**src/rtl/mvm_par_if.sv**
```systemverilog
// Command/data bus of the matrix-vector multiplier: load/start strobes and
// element input in, result stream and status out.
interface mvm_par_if #(
  parameter int B  = 8,
  parameter int OW = 18
);
  logic                 loadMatrix;
  logic                 loadVector;
  logic                 start;
  logic signed [B-1:0]  data_in;
  logic                 done;
  logic                 out_valid;
  logic signed [OW-1:0] data_out;
  logic                 busy;
  logic                 err;

  modport master (
    output loadMatrix, loadVector, start, data_in,
    input  done, out_valid, data_out, busy, err
  );

  modport slave (
    input  loadMatrix, loadVector, start, data_in,
    output done, out_valid, data_out, busy, err
  );
endinterface

```
**src/rtl/mvm_par.sv**
```systemverilog
// K x K signed matrix times K-element vector, P multiply-accumulate lanes
// per cycle, results streamed out one row per cycle.
//
// state   | meaning
// IDLE    | waiting for a single command strobe
// LOAD_M  | capturing K*K matrix elements, row-major
// LOAD_V  | capturing K vector elements
// COMPUTE | K*K/P cycles of P-lane MAC into acc[row]
// DONE    | one-cycle done pulse, first result staged
// OUTPUT  | streaming y[0..K-1] with out_valid
module mvm_par #(
  parameter int K = 4,
  parameter int B = 8,
  parameter int P = 1
) (
  input  logic     clk,
  input  logic     reset,
  mvm_par_if.slave bus
);
  localparam int OW = 2*B + $clog2(K);
  localparam int KK = K*K;
  localparam int CW = $clog2(KK);
  localparam int RW = $clog2(K);

  typedef enum logic [2:0] {IDLE, LOAD_M, LOAD_V, COMPUTE, DONE, OUTPUT} state_t;
  state_t state, state_nx;

  logic signed [B-1:0]  mat [KK];
  logic signed [B-1:0]  vec [K];
  logic signed [OW-1:0] acc [K];
  logic [CW-1:0]        cnt;
  logic [RW-1:0]        row;
  logic [RW-1:0]        col;
  logic signed [OW-1:0] dout;
  logic                 err_q;
  logic signed [2*B-1:0] prod;
  logic signed [OW-1:0] lane_sum;
  logic                 any_strobe;
  logic                 multi_strobe;
  logic                 last_m, last_v, last_c;

  assign any_strobe   = bus.loadMatrix | bus.loadVector | bus.start;
  assign multi_strobe = (bus.loadMatrix & bus.loadVector) |
                        (bus.loadMatrix & bus.start) |
                        (bus.loadVector & bus.start);

  assign last_m = (cnt == CW'(KK-1));
  assign last_v = (cnt == CW'(K-1));
  assign last_c = (cnt == CW'(KK-P));

  always_comb begin
    state_nx = state;
    case (state)
      IDLE: begin
        if (any_strobe && !multi_strobe) begin
          if (bus.loadMatrix)      state_nx = LOAD_M;
          else if (bus.loadVector) state_nx = LOAD_V;
          else                     state_nx = COMPUTE;
        end
      end
      LOAD_M:  if (last_m) state_nx = IDLE;
      LOAD_V:  if (last_v) state_nx = IDLE;
      COMPUTE: if (last_c) state_nx = DONE;
      DONE:    state_nx = OUTPUT;
      OUTPUT:  if (last_v) state_nx = IDLE;
      default: state_nx = IDLE;
    endcase
  end

  // cnt doubles as the row-major matrix index during COMPUTE, stepping by P
  always_comb begin
    lane_sum = '0;
    prod     = '0;
    for (int l = 0; l < P; l++) begin
      prod     = mat[cnt + CW'(l)] * vec[col + RW'(l)];
      lane_sum = lane_sum + {{(OW-2*B){prod[2*B-1]}}, prod};
    end
  end

  always_ff @(posedge clk or negedge reset) begin
    if (!reset) begin
      state <= IDLE;
      cnt   <= '0;
      row   <= '0;
      col   <= '0;
      dout  <= '0;
      err_q <= 1'b0;
      for (int i = 0; i < KK; i++) mat[i] <= '0;
      for (int i = 0; i < K; i++) begin
        vec[i] <= '0;
        acc[i] <= '0;
      end
    end else begin
      state <= state_nx;
      err_q <= any_strobe && ((state != IDLE) || multi_strobe);
      case (state)
        IDLE: begin
          cnt <= '0;
          row <= '0;
          col <= '0;
          if (state_nx == COMPUTE)
            for (int i = 0; i < K; i++) acc[i] <= '0;
        end
        LOAD_M: begin
          mat[cnt] <= bus.data_in;
          cnt      <= cnt + 1'b1;
        end
        LOAD_V: begin
          vec[cnt[RW-1:0]] <= bus.data_in;
          cnt              <= cnt + 1'b1;
        end
        COMPUTE: begin
          acc[row] <= acc[row] + lane_sum;
          cnt      <= cnt + CW'(P);
          if (col == RW'(K-P)) begin
            col <= '0;
            row <= row + 1'b1;
          end else begin
            col <= col + RW'(P);
          end
        end
        DONE: begin
          dout <= acc[0];
          cnt  <= '0;
        end
        OUTPUT: begin
          if (!last_v) dout <= acc[cnt[RW-1:0] + 1'b1];
          cnt <= cnt + 1'b1;
        end
        default: ;
      endcase
    end
  end

  assign bus.busy      = (state != IDLE);
  assign bus.done      = (state == DONE);
  assign bus.out_valid = (state == OUTPUT);
  assign bus.data_out  = dout;
  assign bus.err       = err_q;
endmodule
```
**src/flat_wrapper.sv**
```systemverilog
// flat-port wrapper written by rule: the top's interface ports become plain ports
module mvm_par_flat 
#(
  parameter int K = 4,
  parameter int B = 8,
  parameter int P = 1
)
  (clk, reset, bus_loadMatrix, bus_loadVector, bus_start, bus_data_in, bus_done, bus_out_valid, bus_data_out, bus_busy, bus_err);
  mvm_par_if #(.B(B)) bus_i ();
  input  logic clk;
  input  logic reset;
  input wire logic [$bits(bus_i.loadMatrix)-1:0] bus_loadMatrix;
  input wire logic [$bits(bus_i.loadVector)-1:0] bus_loadVector;
  input wire logic [$bits(bus_i.start)-1:0] bus_start;
  input wire logic [$bits(bus_i.data_in)-1:0] bus_data_in;
  output wire logic [$bits(bus_i.done)-1:0] bus_done;
  output wire logic [$bits(bus_i.out_valid)-1:0] bus_out_valid;
  output wire logic [$bits(bus_i.data_out)-1:0] bus_data_out;
  output wire logic [$bits(bus_i.busy)-1:0] bus_busy;
  output wire logic [$bits(bus_i.err)-1:0] bus_err;
  assign bus_i.loadMatrix = bus_loadMatrix;
  assign bus_i.loadVector = bus_loadVector;
  assign bus_i.start = bus_start;
  assign bus_i.data_in = bus_data_in;
  assign bus_done = bus_i.done;
  assign bus_out_valid = bus_i.out_valid;
  assign bus_data_out = bus_i.data_out;
  assign bus_busy = bus_i.busy;
  assign bus_err = bus_i.err;
  mvm_par #(.K(K), .B(B), .P(P)) u_core (.clk(clk), .reset(reset), .bus(bus_i));
endmodule
```
**config.mk**
```make
export PLATFORM = sky130hd
export DESIGN_NAME = mvm_par_flat
export DESIGN_NICKNAME = d
export VERILOG_FILES = /design/src/rtl/mvm_par_if.sv /design/src/rtl/mvm_par.sv /design/src/flat_wrapper.sv
export SDC_FILE = /design/constraint.sdc
export NUM_CORES = 1
export LEC_CHECK = 0
export ABC_AREA = 1
export CORE_ASPECT_RATIO = 0.8
export CORE_MARGIN = 5
export CORE_UTILIZATION = 57
export CTS_CLUSTER_SIZE = 14
export DETAILED_ROUTE_END_ITERATION = 10
export PLACE_DENSITY = 0.84
export REMOVE_ABC_BUFFERS = 1
export SYNTH_ARGS = -nofsm -noshare
export SYNTH_HDL_FRONTEND = slang
export SYNTH_SLANG_ARGS = --single-unit
```
**constraint.sdc**
```tcl
create_clock -name clk -period 5.4 [get_ports clk]
set_input_delay 1.08 -clock clk [delete_from_list [all_inputs] [get_ports clk]]
set_output_delay 1.08 -clock clk [all_outputs]
set_load 0.05 [all_outputs]
```
Word-level counts from Yosys, hierarchy flattened
Cells that the tools add are included.
{"block": "word_totals", "word_cells": 123, "reg_bits": 262, "out_inout_bits": 22, "in_bits": 13}
{"block": "op_classes", "mux": 37, "bitwise_logic": 12, "eq_ne": 12, "order_cmp": 8, "add_sub_neg": 5, "reduce_logical": 18, "n_mul": 1}
{"operator": "72-bit one-hot mux with 2 select lines", "count": 1}
{"operator": "128-bit bitwise mux", "count": 1}
{"operator": "18-bit two-way mux", "count": 6}
{"operator": "18-bit binary-select mux with 2-bit select", "count": 2}
{"operator": "72-bit bitwise mux", "count": 1}
{"operator": "72-bit two-way mux", "count": 1}
{"operator": "8-bit two-way mux", "count": 6}
{"operator": "18-bit demux with 2-bit select", "count": 1}
{"operator": "18-bit one-hot mux with 2 select lines", "count": 1}
{"operator": "8-bit binary-select mux with 4-bit select", "count": 1}
{"operator": "32-bit bitwise mux", "count": 1}
{"operator": "8-bit demux with 4-bit select", "count": 1}
{"operator": "18-bit by 16-bit adder with 18-bit output", "count": 1}
{"operator": "8-bit binary-select mux with 2-bit select", "count": 1}
{"operator": "8-bit demux with 2-bit select", "count": 1}
{"operator": "8-bit by 8-bit multiplier with 16-bit output", "count": 1}
{"operator": "3-bit two-way mux", "count": 5}
{"operator": "3-bit one-hot mux with 5 select lines", "count": 1}
{"operator": "3-bit >= comparator (second input constant)", "count": 4}
{"operator": "2-bit inverter with 3-bit output", "count": 4}
{"operator": "3-bit by 2-bit == test with 1-bit output (second input constant)", "count": 3}
{"operator": "2-bit one-hot mux with 2 select lines", "count": 2}
{"operator": "4-bit one-hot mux with 2 select lines", "count": 1}
{"operator": "2-bit by 1-bit adder with 2-bit output (second input constant)", "count": 3}
{"operator": "other kinds (25)", "count": 43}

Depth between registers and ports, before layout
Gate-level depths: netlist of run 1.
{"block": "logic_depth", "word_depth": 10, "depth_mapped": 30, "depth_no_buf": 28}

Worst setup path before layout of run 1
OpenSTA, ideal clock, no wires.
{"block": "synth_timing", "path_type": "register to register", "from": "reg u_core.col[0]", "to": "reg u_core.acc[12] (netlist bit)", "setup_slack_ps": -161, "t_required_ps": 5282, "arrival_time_ps": 5443, "setup_time_ps": 118, "stages_incl_launch_ff": 24, "n_path_buf": 2, "cell_sequence": "dfrtp_1 -> clkbuf_2 -> buf_2 -> a21oi_1 -> a32oi_1 -> inv_1 -> nor2_1 -> inv_1 -> fa_1 -> inv_1 -> fa_1 -> fa_1 -> fa_1 -> inv_1 -> fa_1 -> inv_1 -> ha_1 -> a21oi_1 -> o21ai_0 -> nand2_1 -> nand2_1 -> or2_2 -> nand3_1 -> nand2_1"}
{"block": "synth_via", "elab_chain_len": 8}
{"item": "start: declaration", "line": "mvm_par.sv:33", "source": "logic [RW-1:0] col;"}
{"item": "start signal: assignment", "line": "mvm_par.sv:119", "source": "col <= col + RW'(P);"}
{"item": "2-bit inverter with 3-bit output (not written as such)", "line": "mvm_par.sv:75", "source": "prod = mat[cnt + CW'(l)] * vec[col + RW'(l)];"}
{"item": "8-bit binary-select mux with 2-bit select", "line": "mvm_par.sv:75"}
{"item": "8-bit two-way mux (not written as such) (2 in series)", "line": "mvm_par.sv:75"}
{"item": "8-bit by 8-bit multiplier with 16-bit output", "line": "mvm_par.sv:75"}
{"item": "18-bit by 16-bit adder with 18-bit output", "line": "mvm_par.sv:113", "source": "acc[row] <= acc[row] + lane_sum;"}
{"item": "72-bit bitwise mux", "line": "mvm_par.sv:113"}
{"item": "72-bit one-hot mux with 2 select lines", "line": "mvm_par.sv:96", "source": "case (state)"}
{"item": "end signal: indexed assignment", "line": "mvm_par.sv:113"}
{"item": "end: declaration", "line": "mvm_par.sv:30", "source": "logic signed [OW-1:0] acc [K];"}
Every way passes these cells. The select of a mux whose other input is x is not followed.
A chain may end at the register's enable or synchronous reset.

Worst setup path after layout of run 1
{"block": "layout_timing", "from": "reg u_core.cnt[0]", "to": "reg u_core.acc[10] (netlist bit)"}
{"block": "layout_via", "elab_chain_len": 8}
{"item": "start: declaration", "line": "mvm_par.sv:31", "source": "logic [CW-1:0] cnt;"}
{"item": "start signal: assignment", "line": "mvm_par.sv:106", "source": "cnt <= cnt + 1'b1;"}
{"item": "start signal: assignment", "line": "mvm_par.sv:110", "source": "cnt <= cnt + 1'b1;"}
{"item": "start signal: assignment", "line": "mvm_par.sv:114", "source": "cnt <= cnt + CW'(P);"}
{"item": "4-bit inverter with 5-bit output (not written as such)", "line": "mvm_par.sv:75"}
{"item": "8-bit binary-select mux with 4-bit select", "line": "mvm_par.sv:75"}
{"item": "8-bit two-way mux (not written as such) (2 in series)", "line": "mvm_par.sv:75"}
{"item": "8-bit by 8-bit multiplier with 16-bit output", "line": "mvm_par.sv:75"}
{"item": "18-bit by 16-bit adder with 18-bit output", "line": "mvm_par.sv:113"}
{"item": "72-bit bitwise mux", "line": "mvm_par.sv:113"}
{"item": "72-bit one-hot mux with 2 select lines", "line": "mvm_par.sv:96"}
Parallel ways exist; a longest one is shown, timed or not. The select of a mux whose other input is x is not followed.

==> flow_metrics.env, run 1 <==
export IMPL_die_x_um=198
export IMPL_cts_num_sinks=262
export IMPL_grt_start_max_net_pins=112
export IMPL_cpMaxStageDelayCell="fa_1"
export IMPL_grt_overflow_total=0
export IMPL_residual_drc_count=0
export IMPL_yosys_area_top_type_share_pct=40.9
export IMPL_syn_inst=1984
export IMPL_count_of_filler_cells_inserted_in_the_layout=2025
export IMPL_antenna_violations_before_repair=0
export IMPL_number_of_enable_type_register_cells_in_the_synthesized_netlist=0
export IMPL_core_region_area_um2=28000
export IMPL_final_period_utilization_pct=106
export IMPL_critical_path_required_ns=5.83
export IMPL_crit_path_cell_trace="buf_6 > clkbuf_16 > o21ai_2 > o22ai_1 > nand2_1 > nand4_1 > inv_1 > buf_4 > buf_4 > nor2_1 > fa_1 > fa_1 > fa_1 > fa_1 > ha_1 > ha_4 > nand2_1 > o21ai_2 > a21oi_2 > or2_4 > nand3_1 > nand2_1"
export IMPL_net_count_of_the_finished_layout=2227
export IMPL_fp_dieH_um=160
export IMPL_largest_cells_by_area_after_synthesis="dfrtp_1 41%, nand2_1 12%, fa_1 10%"
export IMPL_worst_setup_slack_after_layout_ns=-0.328
export IMPL_avgViaCountPerCell=6.16
export IMPL_antenna_cells_inserted=0
export IMPL_finalSetupViolCount=43
export IMPL_drive_gt1_share_pct=17.0
export IMPL_final_cell_count_without_fillers=2471
export IMPL_crit_path_frequent_cell="fa_1"
export IMPL_asyncSetResetFlopFracSynth_pct=100
export IMPL_synth_cell_area_um2=16000
export IMPL_totalWireLength_um=47800
export IMPL_detail_route_first_pass_iterations=8
export IMPL_number_of_global_route_vias_before_repair=14800
export IMPL_clk_pin_slew_ns=0.06
export IMPL_synth_top_cell_by_area="dfrtp_1"
export IMPL_critPathKind="reg2reg"
export IMPL_worst_pin_slew_ns=0.997
export IMPL_placement_rows=55
export IMPL_status="complete, but fails checks"
export IMPL_cts_root_buf="clkbuf_16"
export IMPL_failed_checks="negative setup slack"
export IMPL_grt_pass1_wl_um=75100
export IMPL_global_route_usage_total_pct=29.0
export IMPL_worst_setup_path_end_kind="flip-flop"
export IMPL_arrival_time_at_the_worst_endpoint_ns=6.16
export IMPL_area_delta_synth_final_pct=19.4
export IMPL_cts_made_buffers=27
export IMPL_clock_tree_buffer_depth=3
export IMPL_ios=35
export IMPL_postSynthAreaPerCell_um2=8.09
export IMPL_wl_per_cell_um=19.4
export IMPL_floorplan_initialDensity_pct=57.3
export IMPL_final_hold_viol_count=0
export IMPL_cap_violations=0
export IMPL_final_max_slew_viol_count=0
export IMPL_timing_critical_path_from_type="flip-flop"
export IMPL_timing_hold_worst_class="reg2reg"
export IMPL_hold_worst_slack_ns=0.478
export IMPL_synthDistinctLibCells=45
export IMPL_tritoncts="done"
export IMPL_final_setup_tns_ns=-9.07
export IMPL_place_congestion=0.965
export IMPL_seq_area_frac_synth_pct=40.9
export IMPL_cp_slowest_stage_delay_ns=0.57
export IMPL_slew_limit_headroom_pct=33.5
export IMPL_ant_nets=0
export IMPL_prevailing_post_synth_register_cell="dfrtp_1"
export IMPL_die_area_um2=31600
export IMPL_max_freq_mhz=175
export IMPL_htree_num_levels=1
export IMPL_dp_cells=2400
export IMPL_register_bit_count_reported_by_yosys=262
export IMPL_period_minus_slack_ns=5.73
export IMPL_setup_repair_after_global_routing_missed_its_margin="yes"
export IMPL_clk_latency_ns=0.55
export IMPL_timing_critical_path_fanout_max=5
export IMPL_worst_clk_skew_ns=0.0146
export IMPL_place_port_buffers=34
export IMPL_dp_hpwl_um=30900
export IMPL_detailroute_via_count=15200
export IMPL_yosysWarnings=0
export IMPL_drt_iter0_drcs=2326
[state kept, by name, summed over array words and instances (netlist names)]
| register | flops |
|---|---|
| u_core.col | 2 |
| u_core.bus.data_out | 18 |
| u_core.acc | 72 |
| u_core.cnt | 4 |
| u_core.vec | 32 |
| u_core.state | 3 |
| u_core.mat | 128 |
| u_core.bus.err | 1 |
| u_core.row | 2 |
[stage by stage]
stage | utilization [%] | setup WS (ns) | instance area (µm²)
5_1_grt | 68.4 | -0.477 | 19100
2_1_floorplan | - | -2.16 | 15600
3_3_place_gp | 61.7 | -0.329 | 17300
4_1_cts | 66.5 | -0.0600 | 18600
3_5_place_dp | 61.7 | -0.313 | 17300
6_report | 68.4 | -0.328 | 19100
[logic make-up (layout without fill, tap and decap cells)]
| logic type | count (synthesis) | count (layout) | synth area share, % |
|---|---|---|---|
| flops | 262 | 262 | 40.9 |
| buf+inv | 305 | 422 | 7.88 |
| simple gates | 837 | 837 | 22.1 |
| xor+xnor | 7 | 7 | 0.382 |
| compound gates | 442 | 442 | 14.8 |
| fa+ha+maj | 131 | 131 | 14.0 |
[cell usage in the layout (no fill, tap or decap), drive strengths merged, types with 2 or more instances in the layout]
cell type,n
dfrtp,262
clkinv,6
nand3,132
clkbuf,41
ha,51
nor2,154
a21oi,107
o22ai,19
o21ai,280
nand4,9
clkdlybuf4s50,33
xnor2,5
nand3b,2
buf,132
fa,80
inv,208
o211ai,19
nand2,521
or2,15
xor2,2
a32oi,8
nor3,3
o21bai,3
[critical path: cells and delay by family (launching register included)]
family | cells | cell delay, ns
simple gates | 7 | 1.07
fa+ha+maj | 6 | 2.75
compound gates | 4 | 0.55
flops | 1 | 0.52
buf+inv | 5 | 0.69
[synthesized netlist by cell type (2+ instances only)]
library cell,instances
xnor2_1,5
a21oi_2,2
nor2_1,142
buf_4,5
buf_2,31
o21ai_0,256
a21oi_1,105
buf_6,8
nand2_4,5
nand3_2,8
clkbuf_1,46
xor2_1,2
nand3_1,124
a32oi_2,2
nor2_4,7
nor3_1,2
dfrtp_1,262
fa_1,80
nand4_1,9
nand2_1,515
o22ai_1,19
a32oi_1,6
inv_2,15
o21bai_1,3
ha_1,51
or2_2,14
buf_1,7
nand3b_1,2
inv_1,191
o21ai_1,24
nor2_2,5
o211ai_1,18
[repair_timing]
item                                   CTS  global route
setup buffers                            8             8
cloned                                   3             5
resized for setup                       95            94
pin swaps                               23            45
hold buffers                             0             0
setup endpoints to repair               40            48
endpoints found under the hold margin    0             0
[per-layer routing]
metal	up-vias	global-route usage [%]	part of all wire, %
met1	7227	41.6	39
met2	1129	44.4	45
met5	-	0	0
met3	248	5.72	11
met4	0	9.98	5.0
li1	6628	-	-
[worst paths after layout]
| path | from | end | slack (ns) | cells after the start |
|---|---|---|---|---|
| setup / recovery | u_core.cnt[0]$_DFFE_PN0P_ | u_core.acc[10]$_DFFE_PN0P_ | -0.33 | 22 |
| hold / removal | u_core.bus.data_out[15]$_DFFE_PN0P_ | u_core.bus.data_out[15]$_DFFE_PN0P_ | 0.48 | 2 |
| setup reg to reg | u_core.cnt[0]$_DFFE_PN0P_ | u_core.acc[10]$_DFFE_PN0P_ | -0.33 | 22 |
| hold reg to reg | u_core.bus.data_out[15]$_DFFE_PN0P_ | u_core.bus.data_out[15]$_DFFE_PN0P_ | 0.48 | 2 |
| max in group asynchronous | reset | u_core.mat[77]$_DFFE_PN0P_ | 3.65 | 2 |
| min in group asynchronous | reset | u_core.bus.err$_DFF_PN0_ | 0.55 | 1 |
[final cells by class]
cell class / instances / area [µm²] / area share, %
tap: 370 / 463 / 2.42
multi-input combinational: 1417 / 8840 / 46.2
timing repair buffer: 168 / 1630 / 8.53
inverter: 207 / 785 / 4.10
sequential: 262 / 6560 / 34.2
clock inverter: 9 / 80.1 / 0.418
clock buffer: 38 / 787 / 4.11
Power of run 1 is left out: the tool's default activity adds up to more than one toggle a clock period on the data nets, which glitch-free logic cannot reach.
==> run 2: changes to the inputs <==
--- a/config.mk
+++ b/config.mk
@@ -6,6 +6,7 @@
 export NUM_CORES = 1
 export LEC_CHECK = 0
 export ABC_AREA = 1
+export CAP_MARGIN = 20
 export CORE_ASPECT_RATIO = 0.8
 export CORE_MARGIN = 5
 export CORE_UTILIZATION = 57
==> results of run 2 <==
Final layout, timing and power as in run 1 (identical DEF).
Power of run 2 is left out for the same reason.
==> variant 1 (flow settings as in run 1) <==
Reset style: synchronous (`reset`), changed in one clocked block.
--- a/src/rtl/mvm_par.sv
+++ b/src/rtl/mvm_par.sv
@@ -79,3 +79,3 @@
 
-  always_ff @(posedge clk or negedge reset) begin
+  always_ff @(posedge clk) begin
     if (!reset) begin
Check against the original RTL: differs if reset is asserted again (counterexample within 4 cycles, from zero or initial values and one cycle with reset low); with reset held inactive, the same outputs for 10 cycles.
==> variant 1 against run 1 <==
- the flow still finishes with violations (negative setup slack)
- worst setup slack got worse by 0.077 ns
- final area decreased by 2.8%
- critical path type unchanged
- area after synthesis decreased by 2.4%
- largest cell class is now flip-flops and latches
- wire length decreased by 5.4%
- cell count decreased by 12%
- sequential cell count increased by 8
Power is left out: it rests on default switching activity, and per cell area and clock period it moved more than threefold.
==> variant 1: results (changes against run 1) <==
<table>
<tr><th>Metric</th><th>Value</th></tr>
<tr><th colspan="2">Synth</th></tr>
<tr><td>Post-synth EDFFs</td><td>232 (+232)</td></tr>
<tr><td>Portion of the post-synthesis area used by sequential elements</td><td>0.494 (+0.0851)</td></tr>
<tr><td>Library cells used by synthesis</td><td>44 (-2.2%)</td></tr>
<tr><td>Mapped Cells</td><td>1,665 (-16%)</td></tr>
<tr><td>Top cells by area in the synthesized netlist</td><td>edfxtp_1 45%, fa_1 10%, nor2_1 10%, o21ai_0 5.1%, dfxtp_1 4.9%</td></tr>
<tr><td>Commonest cells post-synth</td><td>424 x nor2_1, 232 x edfxtp_1, 184 x inv_1, 161 x o21ai_0, 155 x nand2_1</td></tr>
<tr><th colspan="2">Route</th></tr>
<tr><td>Violation count after the first detailed-route iteration</td><td>2,120 (-8.9%)</td></tr>
<tr><td>Wire length per cell after detailed routing</td><td>20.9 um (+7.9%)</td></tr>
<tr><td>DRT Pass-1 Iters</td><td>6 (-2)</td></tr>
<tr><td>Total detailed-routing wirelength</td><td>45.3 mm (-5.4%)</td></tr>
<tr><th colspan="2">Worst setup path</th></tr>
<tr><td>Crit Path Max Fanout</td><td>6 (+1)</td></tr>
<tr><td>Number of cells traversed by the worst register-to-register path</td><td>25 (+14%)</td></tr>
<tr><th colspan="2">Global route</th></tr>
<tr><td>Number of antenna violations at the first check in global routing</td><td>1 (+1)</td></tr>
<tr><td>All-Layer GR Usage</td><td>0.276 (-0.0138)</td></tr>
<tr><th colspan="2">Placed design</th></tr>
<tr><td>Placer Congestion</td><td>0.979 (+1.4%)</td></tr>
<tr><td>Area after DPL</td><td>17,000 um2 (-1.5%)</td></tr>
<tr><td>Post-DP HPWL</td><td>30.2 mm (-2.3%)</td></tr>
<tr><td>Cell count after placement</td><td>2,101 (-12%)</td></tr>
<tr><th colspan="2">Timing</th></tr>
<tr><td>Total setup violations reported at the end of the flow</td><td>44 (+2.3%)</td></tr>
<tr><td>Hold_ws</td><td>0.519 ns (+0.0406 ns)</td></tr>
<tr><td>Worst Slack Setup Final</td><td>-0.405 ns (-0.0768 ns)</td></tr>
<tr><th colspan="2">Cells and area</th></tr>
<tr><td>Fillers</td><td>1,900 (-6.2%)</td></tr>
<tr><td>Net total in the final layout</td><td>1,925 (-14%)</td></tr>
<tr><th colspan="2">Status</th></tr>
<tr><td>Failing checks</td><td>negative setup slack</td></tr>
<tr><td>Run status</td><td>finished, violations left</td></tr>
<tr><th colspan="2">Worst hold path</th></tr>
<tr><td>Sink of the worst hold path</td><td>u_core.bus.data_out[13]</td></tr>
</table>
variant 1: worst max-delay path by stage:
| stage | endpoint | cells past startpoint | slack, ns | startpoint |
|---|---|---|---|---|
| after floorplan | u_core.acc[0][17] | 25 | -1.41 | flop |
| after global placement | u_core.acc[0][12] | 24 | -0.23 | flop |
| after detailed placement | u_core.acc[0][12] | 24 | -0.30 | flop |
| after CTS | u_core.acc[0][14] | 25 | -0.16 | flop |
| after global routing | u_core.acc[1][14] | 25 | -0.56 | flop |
| final | u_core.acc[0][14] | 25 | -0.40 | flop |
variant 1: routing by layer:
layer | GRT usage | routed length [um] | up-vias
met4 | 0.0701 | 1320 | 0
met2 | 0.433 | 20300 | 1012
met3 | 0.0683 | 6200 | 132
li1 | - | - | 5741
met5 | 0 | 0 | -
met1 | 0.392 | 17500 | 6185
variant 1: area by class of cell:
type                       instances  area, um2  area share
clock buffer                      43        786      0.0422
sequential                       270       7730       0.416
multi-input combinational       1115       7200       0.387
timing repair buffer             164       1560      0.0838
tap                              364        455      0.0245
inverter                         203        777      0.0417
clock inverter                     7        105     0.00565
variant 1: cell families after synthesis:
group | synth area share
adders and majority gates | 0.144
and+or+nand+nor | 0.171
buffers and inverters | 0.0720
DFF | 0.494
xor gates and xnor gates | 0.00616
AOI/OAI and AO/OA | 0.113
variant 1: what timing repair did:
item                                    4_1_cts  5_1_grt
gates resized for setup                      61       56
gates cloned                                  2        4
endpoints found under the setup margin       41       48
buffers inserted                              7        3
pin swaps                                    17       18
variant 1: tightest hold or removal path: stages (launching register included):
cell and delay (ns):
edfxtp_1 0.34, a211oi_1 0.07, nor2_1 0.07
==> variant 2 (settings of run 1) <==
Without the edit above. The 6 states of `state_t` get a one-hot encoding in 6 bits.
--- a/src/rtl/mvm_par.sv
+++ b/src/rtl/mvm_par.sv
@@ -24,3 +24,3 @@
 
-  typedef enum logic [2:0] {IDLE, LOAD_M, LOAD_V, COMPUTE, DONE, OUTPUT} state_t;
+  typedef enum logic [5:0] {IDLE = 6'b000001, LOAD_M = 6'b000010, LOAD_V = 6'b000100, COMPUTE = 6'b001000, DONE = 6'b010000, OUTPUT = 6'b100000} state_t;
   state_t state, state_nx;
Behaviour: same outputs for any inputs over 10 cycles, from zero or initial values and one cycle with reset low; not proved beyond that.
==> variant 2 against run 1 <==
- the run still ends with negative setup slack left
- area after synthesis up 0.97%
- count of clock-buffer cells in the layout is 5 lower
- worst setup slack better by 0.14 ns
- first-iteration DRC count is 18% lower
- final area grew 0.82%
- sequential cell count rose by 3
- wire length shrank 1.7%
Power is not shown: default switching activity piles up to over one toggle a cycle in this logic, so the estimate is an artifact.
==> variant 2: results (changes against run 1) <==
<table>
<tr><th>Metric</th><th>Value</th></tr>
<tr><th colspan="2">Status</th></tr>
<tr><td>Failing checks</td><td>negative setup slack</td></tr>
<tr><td>Run status</td><td>finished, violations left</td></tr>
<tr><th colspan="2">Timing</th></tr>
<tr><td>Clock skew</td><td>0.0136 ns (-0.00105 ns)</td></tr>
<tr><td>Total setup violations reported at the end of the flow</td><td>40 (-7.0%)</td></tr>
<tr><td>Worst Slack Setup Final</td><td>-0.189 ns (+0.139 ns)</td></tr>
<tr><td>Sum of negative setup slack</td><td>-4.20 ns (+4.87 ns)</td></tr>
<tr><th colspan="2">Synth</th></tr>
<tr><td>Portion of the post-synthesis area used by sequential elements</td><td>0.409 (+0.000766)</td></tr>
<tr><td>Library cells used by synthesis</td><td>44 (-2.2%)</td></tr>
<tr><td>Commonest cells post-synth</td><td>541 x nand2_1, 281 x o21ai_0, 264 x dfrtp_1, 206 x inv_1, 178 x nor2_1</td></tr>
<tr><th colspan="2">Worst setup path</th></tr>
<tr><td>Slowest CP cell</td><td>fa_2</td></tr>
<tr><td>Slowest stage delay, CP</td><td>0.53 ns (-0.04 ns)</td></tr>
<tr><th colspan="2">Cells and area</th></tr>
<tr><td>Multi-input logic cell count</td><td>1,441 (+1.7%)</td></tr>
<tr><td>Seq_cells</td><td>265 (+1.1%)</td></tr>
<tr><td>Net total in the final layout</td><td>2,271 (+2.0%)</td></tr>
<tr><td>Multi-input gate area in the final layout</td><td>8830 um2 (about the same)</td></tr>
<tr><td>Count of non-CTS inverters in the layout</td><td>220 (+6.3%)</td></tr>
<tr><td>Final-layout non-clock buffer area share</td><td>0.0819 (-0.00341)</td></tr>
<tr><th colspan="2">Route</th></tr>
<tr><td>Total detailed-routing wirelength</td><td>47.0 mm (-1.7%)</td></tr>
<tr><td>DRT Pass-1 Iters</td><td>6 (-2)</td></tr>
<tr><td>Met2 wire length</td><td>21.0 mm (-1.7%)</td></tr>
<tr><td>Wire length per cell after detailed routing</td><td>18.7 um (-3.5%)</td></tr>
<tr><th colspan="2">Global route</th></tr>
<tr><td>Met3 capacity usage during global routing</td><td>0.0652 (+0.00807)</td></tr>
<tr><td>Pin count of the biggest net entering global routing</td><td>126 (+13%)</td></tr>
<tr><th colspan="2">Clocking</th></tr>
<tr><td>Count of instances resized after the clock tree is built</td><td>72 (-24%)</td></tr>
<tr><td>TritonCTS buffer count</td><td>28 (+3.7%)</td></tr>
<tr><th colspan="2">Placed design</th></tr>
<tr><td>Pre-CTS setup slack</td><td>-0.339 ns (-0.0267 ns)</td></tr>
</table>
variant 2: changes by cell type in the layout (fill, tap and decap cells not counted), sizes merged, moves of 9 or more:
cell | before | now
o211ai | 19 | 1
nor2 | 154 | 192
o21ai | 280 | 311
nand2 | 521 | 561
nand3 | 132 | 73
o22ai | 19 | 36
a21oi | 107 | 77
inv | 208 | 217
variant 2: cells by family after synthesis:
| family | share of synthesized area |
|---|---|
| and+or+nand+nor | 0.218 |
| xor gates and xnor gates | 0.00433 |
| adders and majority gates | 0.138 |
| AOI/OAI and AO/OA | 0.149 |
| buffers and inverters | 0.0815 |
| DFF | 0.409 |
variant 2: worst paths after layout:
check / from / end / cells past startpoint
max: u_core.cnt[0] / u_core.acc[70] / 26
min: u_core.acc[8] / u_core.acc[8] / 2
max reg2reg: u_core.cnt[0] / u_core.acc[70] / 26
min reg2reg: u_core.acc[8] / u_core.acc[8] / 2
max in group asynchronous: reset / u_core.mat[102] / 2
min in group asynchronous: reset / u_core.mat[65] / 1
